===== src/rtl/dmem_access_ctrl.sv =====
// rtl/dmem_access_ctrl.sv - MEM-stage load/store sequencer onto a req/ack data-memory bus
// Lane steering, load extension, misalignment and timeout reporting.
module dmem_access_ctrl #(
  parameter int unsigned TIMEOUT = 255
) (
  input  logic        clk,
  input  logic        rst,
  input  logic        op_valid,
  input  logic        op_store,
  input  logic [1:0]  op_size,
  input  logic        op_unsigned,
  input  logic [31:0] op_addr,
  input  logic [31:0] op_wdata,
  output logic        stall,
  output logic        done,
  output logic [31:0] rdata,
  output logic        addr_err,
  output logic        bus_err,
  output logic        bus_req,
  output logic        bus_we,
  output logic [31:0] bus_addr,
  output logic [3:0]  bus_be,
  output logic [31:0] bus_wdata,
  input  logic        bus_ack,
  input  logic [31:0] bus_rdata
);

  typedef enum logic [1:0] {IDLE, ACCESS, FINISH} state_t;

  state_t      state;
  logic [31:0] cnt;
  logic        lat_store;
  logic        lat_unsigned;
  logic [1:0]  lat_size;
  logic [1:0]  lat_off;

  logic        misaligned;
  logic [3:0]  be_n;
  logic [31:0] wdata_n;
  logic [7:0]  byte_sel;
  logic [15:0] half_sel;
  logic [31:0] load_ext;

  assign stall = op_valid & (state != FINISH);

  always_comb begin
    misaligned = 1'b0;
    case (op_size)
      2'b01:   misaligned = op_addr[0];
      2'b10:   misaligned = |op_addr[1:0];
      2'b11:   misaligned = 1'b1;
      default: misaligned = 1'b0;
    endcase
  end

  always_comb begin
    be_n    = 4'b0000;
    wdata_n = 32'd0;
    case (op_size)
      2'b00: begin
        be_n    = 4'b0001 << op_addr[1:0];
        wdata_n = {4{op_wdata[7:0]}};
      end
      2'b01: begin
        be_n    = op_addr[1] ? 4'b1100 : 4'b0011;
        wdata_n = {2{op_wdata[15:0]}};
      end
      default: begin
        be_n    = 4'b1111;
        wdata_n = op_wdata;
      end
    endcase
  end

  // Load extraction works from the latched op, since op_* may change after acceptance is seen.
  always_comb begin
    byte_sel = 8'd0;
    case (lat_off)
      2'd0:    byte_sel = bus_rdata[7:0];
      2'd1:    byte_sel = bus_rdata[15:8];
      2'd2:    byte_sel = bus_rdata[23:16];
      default: byte_sel = bus_rdata[31:24];
    endcase
    half_sel = lat_off[1] ? bus_rdata[31:16] : bus_rdata[15:0];
    load_ext = 32'd0;
    if (!lat_store) begin
      case (lat_size)
        2'b00:   load_ext = {{24{~lat_unsigned & byte_sel[7]}}, byte_sel};
        2'b01:   load_ext = {{16{~lat_unsigned & half_sel[15]}}, half_sel};
        default: load_ext = bus_rdata;
      endcase
    end
  end

  always_ff @(posedge clk or posedge rst) begin
    if (rst) begin
      state        <= IDLE;
      cnt          <= 32'd0;
      lat_store    <= 1'b0;
      lat_unsigned <= 1'b0;
      lat_size     <= 2'b00;
      lat_off      <= 2'b00;
      done         <= 1'b0;
      rdata        <= 32'd0;
      addr_err     <= 1'b0;
      bus_err      <= 1'b0;
      bus_req      <= 1'b0;
      bus_we       <= 1'b0;
      bus_addr     <= 32'd0;
      bus_be       <= 4'b0000;
      bus_wdata    <= 32'd0;
    end else begin
      case (state)
        IDLE: begin
          if (op_valid) begin
            if (misaligned) begin
              state    <= FINISH;
              done     <= 1'b1;
              addr_err <= 1'b1;
            end else begin
              state        <= ACCESS;
              cnt          <= 32'd0;
              lat_store    <= op_store;
              lat_unsigned <= op_unsigned;
              lat_size     <= op_size;
              lat_off      <= op_addr[1:0];
              bus_req      <= 1'b1;
              bus_we       <= op_store;
              bus_addr     <= {op_addr[31:2], 2'b00};
              bus_be       <= be_n;
              bus_wdata    <= wdata_n;
            end
          end
        end
        ACCESS: begin
          // An ack arriving in the timeout cycle still completes the access normally.
          if (bus_ack || ((TIMEOUT != 0) && ((cnt + 32'd1) == 32'(TIMEOUT)))) begin
            state     <= FINISH;
            done      <= 1'b1;
            bus_err   <= ~bus_ack;
            rdata     <= bus_ack ? load_ext : 32'd0;
            bus_req   <= 1'b0;
            bus_we    <= 1'b0;
            bus_addr  <= 32'd0;
            bus_be    <= 4'b0000;
            bus_wdata <= 32'd0;
          end else begin
            cnt <= cnt + 32'd1;
          end
        end
        FINISH: begin
          state    <= IDLE;
          done     <= 1'b0;
          rdata    <= 32'd0;
          addr_err <= 1'b0;
          bus_err  <= 1'b0;
        end
        default: state <= IDLE;
      endcase
    end
  end

endmodule


===== config.mk =====
export PLATFORM = sky130hd
export DESIGN_NAME = dmem_access_ctrl
export DESIGN_NICKNAME = d
export VERILOG_FILES = /design/src/rtl/dmem_access_ctrl.sv
export SDC_FILE = /design/constraint.sdc
export NUM_CORES = 1
export LEC_CHECK = 0
export CAP_MARGIN = 20
export CORE_MARGIN = 4
export CORE_UTILIZATION = 35
export CTS_CLUSTER_SIZE = 25
export DETAILED_ROUTE_END_ITERATION = 8
export SYNTH_ARGS = -nofsm -noshare
export SYNTH_HDL_FRONTEND = slang
export SYNTH_SLANG_ARGS = --single-unit

===== constraint.sdc =====
create_clock -name clk -period 9.4 [get_ports clk]
set_clock_uncertainty 0.2 [all_clocks]
set_input_delay 0.94 -clock clk [delete_from_list [all_inputs] [get_ports clk]]
set_output_delay 0.94 -clock clk [all_outputs]
set_load 0.01 [all_outputs]

==> results.yml, run 1 <==
timing:
  max_clock_freq_mhz: 242.6
  rsz0062_at_grt: "false"
  timing.final.crit_share_pct: 43.85
  setup-tns-final_ns: 0
  worstMarginPinSlew_ns: 1.057
  final_hold_viol_count: 0
  setup_viol: 0
  finalCriticalPeriod_ns: 4.122
  drv_slew: 0
  slew_headroom_pct: 28.98
logic_synthesis:
  synth_warnings: 0
  ys_ff_latch: 143
  netlist_area_mm2: 0.007565
  synth.distinct_cells: 73
  avgSynthCellArea_um2: 9.914
  syn_inst: 763
  yosysTopAreaCell: "dfrtp_1"
  ys_seq_area_share_pct: 47.30
  ys.flop_type: "dfrtp_1"
  async_flop_share_pct: 100.0
  synth_area_leaders: "dfrtp_1 47%, a22o_1 5.4%, mux2i_1 4.5%"
  synth_edf_count: 0
  synth_top_area_share_pct: 47.30
final_layout:
  fillers: 1972
  finish.instance_area_mm2: 0.01044
  diodes: 0
  fin_nets: 1045
  layout_common_cells: "207 x clkdlybuf4s50_1, 143 x dfrtp_1, 53 x nand2_1, 51 x inv_1, 47 x a22o_1"
  layout-drive-gt1-share_pct: 7.668
  multi_input_area_mm2: 0.003513
  final_common_cell: "clkdlybuf4s50_1"
  area_delta_synth_final_pct: 37.99
  fin_util_pct: 49.35
  seqCellArea_mm2: 0.003578
setup_path:
  r2r-end: "rdata[27]"
  timing_worst_setup_path_type: "reg2reg"
  end_kind: "flip-flop"
  r2r_start: "cnt[1]"
  start_kind: "flip-flop"
  crit_required_ns: 9.47
  arrival_ns: 4.19
  rrSetupSlack_ns: 5.28
  r2r_cells: 9
  crit_fanout: 32
placed_design:
  post_dp_cell_area_mm2: 0.009793
  hpwl_mm: 16.21
  gp_congestion: 0.8546
  io_buffers: 207
cts:
  hold_buffers: 0
  cts_root_buf: "clkbuf_16"
  cts_buffers: 17
  postCtsSetupBuffers: 0
  cts_sinks: 143
  cts-resized-gates: 0
  clk-insertion-delay-late_ns: 0.43
  htreeDepth: 4
  clk_pin_slew_ns: 0.06
  cts_tree: "built"
  clock_path_buffers: 2
grt:
  antenna_found_initial: 0
  grt_pass1_wl_mm: 37.34
  grt_pass1_vias: 6604
  overflow: 0
  grt_usage_pct: 19.46
  grt_max_degree: 78
die:
  die_y_um: 155.0
  dieArea_mm2: 0.02403
  start_util_pct: 35.76
  core_area_mm2: 0.02115
  rows: 53
  ios: 210
  die_x_um: 155.0
power_and_ir_drop:
  power_density_mw_per_mm2: 234.3
  max-vdd-ir-drop_v: 0.0001071
  p_leak_nw: 4.437
  total_power_mw: 2.446
min_path:
  hp-class: "reg2reg"
  hold-path-endpoint: "bus_be[2]"
  min-delay-start: "bus_be[2]"
  min_path_cells: 1
drt:
  vias: 6641
  dr.pass1.iters: 5
  wl_mm: 23.43
  wire_per_inst_um: 19.09
  drc_errors: 0
  vias_per_cell: 5.412
  antenna_left: 0
  drtIter0Drc: 426
outcome:
  status: "finished, final reports clean"
flow_run:
  drv_cap: 0
Yosys cell counts (3+ instances only):
| cell type | count |
|---|---|
| dfrtp_1 | 143 |
| o31a_1 | 9 |
| xnor2_1 | 8 |
| a21o_1 | 7 |
| nand2_1 | 53 |
| o2bb2ai_1 | 24 |
| a21oi_1 | 25 |
| buf_1 | 3 |
| nand3_1 | 25 |
| inv_1 | 52 |
| nor3_1 | 16 |
| o21ai_1 | 3 |
| mux2_2 | 3 |
| nor4_1 | 5 |
| clkbuf_1 | 38 |
| o211ai_1 | 4 |
| xor2_1 | 9 |
| nor2_1 | 33 |
| o22ai_1 | 36 |
| and2_1 | 8 |
| mux2i_1 | 34 |
| o21ai_0 | 13 |
| nor2b_1 | 18 |
| nand4_1 | 13 |
| and4_1 | 5 |
| and3_1 | 8 |
| a22o_1 | 47 |
| a211oi_1 | 3 |
| a31oi_1 | 5 |
| buf_6 | 3 |
| o21ai_2 | 4 |
| o31ai_1 | 16 |
| or3_1 | 7 |
| buf_2 | 15 |
| o311ai_0 | 14 |
through the flow:
| stage | hold slack [ns] | std cells | setup WS (ns) |
|---|---|---|---|
| final | 0.2819 | 1227 | 5.278 |
| after global routing | 0.3062 | 1227 | 4.961 |
| after CTS | 0.2839 | 1225 | 5.282 |
| after global placement | 0.2645 | 1193 | 4.916 |
| after detailed placement | 0.2690 | 1193 | 4.808 |
| after floorplan | 0.2625 | 764 | 4.422 |
state kept, by name, indices dropped and copies added (netlist names), 2 cells and up:
name,cells
lat_size,2
bus_addr,30
bus_wdata,32
bus_be,4
rdata,32
state,2
cnt,32
lat_off,2
metal layers:
metal,part of all wire (%),vias up,track usage [%]
li1,-,3181,-
met1,45,3226,26.22
met2,46,217,29.82
met3,8.2,17,6.954
met4,1.2,0,5.214
met5,0,-,0
critical path, cell delays in order (launching register included):
cell	delay, ns
dfrtp_1	0.42
ha_1	0.28
nand3_2	0.22
nor4_4	0.61
nand3_1	0.27
mux2i_1	0.20
or3_1	0.32
o41ai_1	0.57
a21bo_2	0.70
o22ai_1	0.17
report_power, final:
group	switching, mW	total, mW	internal (mW)
combinational	0.403	0.856	0.453
clock	0.295	0.704	0.409
sequential	0.117	0.886	0.769
final cells by class:
cell class	count	area share [%]
timing repair buffer	219	20.90
inverter	54	2.014
multi-input combinational	504	33.66
clock buffer	18	4.207
clock inverter	14	1.642
tap	275	3.296
sequential	143	34.28
worst max-delay path by stage:
stage	endpoint	start	depth (start not counted)	slack, ns
finish	rdata[27]	cnt[1]	9	5.28
global route	rdata[7]	cnt[1]	9	4.96
CTS	rdata[0]	cnt[1]	9	5.28
detailed placement	cnt[9]	op_size[0]	7	4.81
global placement	cnt[15]	op_size[0]	7	4.92
floorplan	addr_err	rst	1	4.42
logic make-up (layout without fill, tap and decap cells):
| group | count (synthesis) | in the layout | share of synthesized area, % |
|---|---|---|---|
| AOI/OAI and AO/OA | 233 | 233 | 23.27 |
| xor gates and xnor gates | 17 | 17 | 1.968 |
| adders and majority gates | 2 | 2 | 0.3307 |
| muxes | 37 | 37 | 4.945 |
| and+or+nand+nor | 213 | 213 | 15.61 |
| buffers and inverters | 117 | 305 | 6.517 |
| other | 1 | 2 | 0.04957 |
| DFF | 143 | 143 | 47.30 |
(Power assumes the default switching activity.)
==> inputs of run 2 (changes only) <==
Clock period 9.4 ns to 4.09 ns, I/O delays scaled along.
==> run 2 against run 1 <==
Sequential power grew 130%. Via count is 0.53% higher. First-iteration DRC count grew 8.2%. Combinational power rose by 140%. Largest cell class unchanged. Non-clock buffer count grew 6. Critical endpoint is now cnt[12].
==> results.yml, run 2 (synthesized netlist as in run 1, its figures left out) <==
outcome:
  status: "finished, final reports clean"
final_layout:
  seqCellArea_mm2: 0.003578
  final_common_cell: "clkdlybuf4s50_1"
  layout_common_cells: "207 x clkdlybuf4s50_1, 143 x dfrtp_1, 53 x nand2_1, 51 x inv_1, 47 x a22o_1"
  fillers: 1979
  top_regs: "bus_wdata: 32 flops, cnt: 32 flops, rdata: 32 flops"
  diodes: 0
  multi_input_area_mm2: 0.003532
  fin_nets: 1052
  area_delta_synth_final_pct: 39.02
  layout-drive-gt1-share_pct: 8.351
  layout.cells.non_filler: 1233
min_path:
  min-delay-start: "bus_be[0]"
  hp-class: "reg2reg"
power_and_ir_drop:
  total_power_mw: 5.647
  p_leak_nw: 4.464
  power_density_mw_per_mm2: 537.0
  max-vdd-ir-drop_v: 0.0002486
cts:
  clk_pin_slew_ns: 0.07
  hold_buffers: 0
  clk-insertion-delay-late_ns: 0.42
  clock_path_buffers: 2
  cts_sinks: 143
  cts_tree: "built"
  htreeDepth: 4
  cts_buffers: 17
  cts_root_buf: "clkbuf_16"
drt:
  antenna_left: 0
  dr.pass1.iters: 5
  vias_per_cell: 5.414
  drc_errors: 0
  wire_per_inst_um: 18.94
  vias: 6676
  drtIter0Drc: 461
  wl_mm: 23.35
timing:
  timing.final.crit_share_pct: 93.38
  final_hold_viol_count: 0
  finalCriticalPeriod_ns: 3.819
  setup-tns-final_ns: 0
  setup_viol: 0
  worstMarginPinSlew_ns: 0.8244
  drv_slew: 0
  rsz0062_at_grt: "false"
  max_clock_freq_mhz: 261.8
  slew_headroom_pct: 45.04
die:
  die_x_um: 155.0
  start_util_pct: 35.76
  ios: 210
  dieArea_mm2: 0.02403
  die_y_um: 155.0
  rows: 53
  core_area_mm2: 0.02115
setup_path:
  arrival_ns: 3.96
  crit_fanout: 10
  start_kind: "flip-flop"
  crit_start: "cnt[10]"
  crit_required_ns: 4.23
  r2r_start: "cnt[10]"
  timing_worst_setup_path_type: "reg2reg"
  end_kind: "flip-flop"
grt:
  antenna_found_initial: 0
  grt_usage_pct: 19.37
  grt_max_degree: 144
  grt_pass1_wl_mm: 37.31
  overflow: 0
  grt_pass1_vias: 6704
placed_design:
  hpwl_mm: 16.00
  gp_congestion: 0.8876
  dp.cells: 1201
  io_buffers: 207
flow_run:
  drv_cap: 0
## run 2: cell type report
cell class	instances	share of cell area (%)
Clock inverter	14	1.737
Timing Repair Buffer	225	21.34
Inverter	54	1.987
Clock buffer	17	4.045
Tap cell	275	3.272
Multi-Input combinational cell	505	33.59
Sequential cell	143	34.03
## run 2: worst paths after layout
| path | endpoint | slack, ns | cells after the start |
|---|---|---|---|
| max | cnt[12] | 0.27 | 9 |
| min | bus_be[0] | 0.28 | 1 |
| max reg2reg | cnt[12] | 0.27 | 9 |
| min reg2reg | bus_be[0] | 0.28 | 1 |
| max in group asynchronous | cnt[5] | 2.71 | 3 |
| min in group asynchronous | rdata[15] | 0.35 | 3 |
## run 2: metrics by stage
stage	instance area [um2]	setup slack, ns	util, %	hold WS, ns
floorplan	7572	0.6752	-	0.2625
global placement	9889	0.3496	46.75	0.2651
detailed placement	9889	0.2395	46.75	0.2693
CTS	10500	0.2132	49.62	0.2857
global route	10520	0.09370	49.71	0.3060
finish	10520	0.2707	49.71	0.2838
## run 2: critical path, stage by stage, from the launching register on
cell	delay [ns]
dfrtp_1	0.47
nand4_1	0.40
nor3_1	0.50
nand2_1	0.19
mux2i_1	0.18
or4b_4	0.55
or4_4	0.59
a21oi_4	0.38
inv_4	0.11
o211ai_2	0.16
## run 2: what timing repair did
action | 4_1_cts | 5_1_grt
gates resized for setup | 0 | 1
buffers inserted | 0 | 0
endpoints found under the setup margin | 0 | 18
## run 2: layer usage
metal,share of wire [%],GRT usage [%],wire [um],vias up
li1,-,-,-,3197
met1,45,26.16,10460,3227
met2,46,30.09,10730,226
met3,8.1,6.843,1900,26
met4,1.1,4.331,262,0
met5,0,0,0,-
## run 2: where the power goes
group	switching, mW	total (mW)	internal [mW]
Sequential	0.227	2.00	1.77
Combinational	0.969	2.03	1.06
Clock	0.653	1.62	0.970
Total	1.85	5.65	3.80
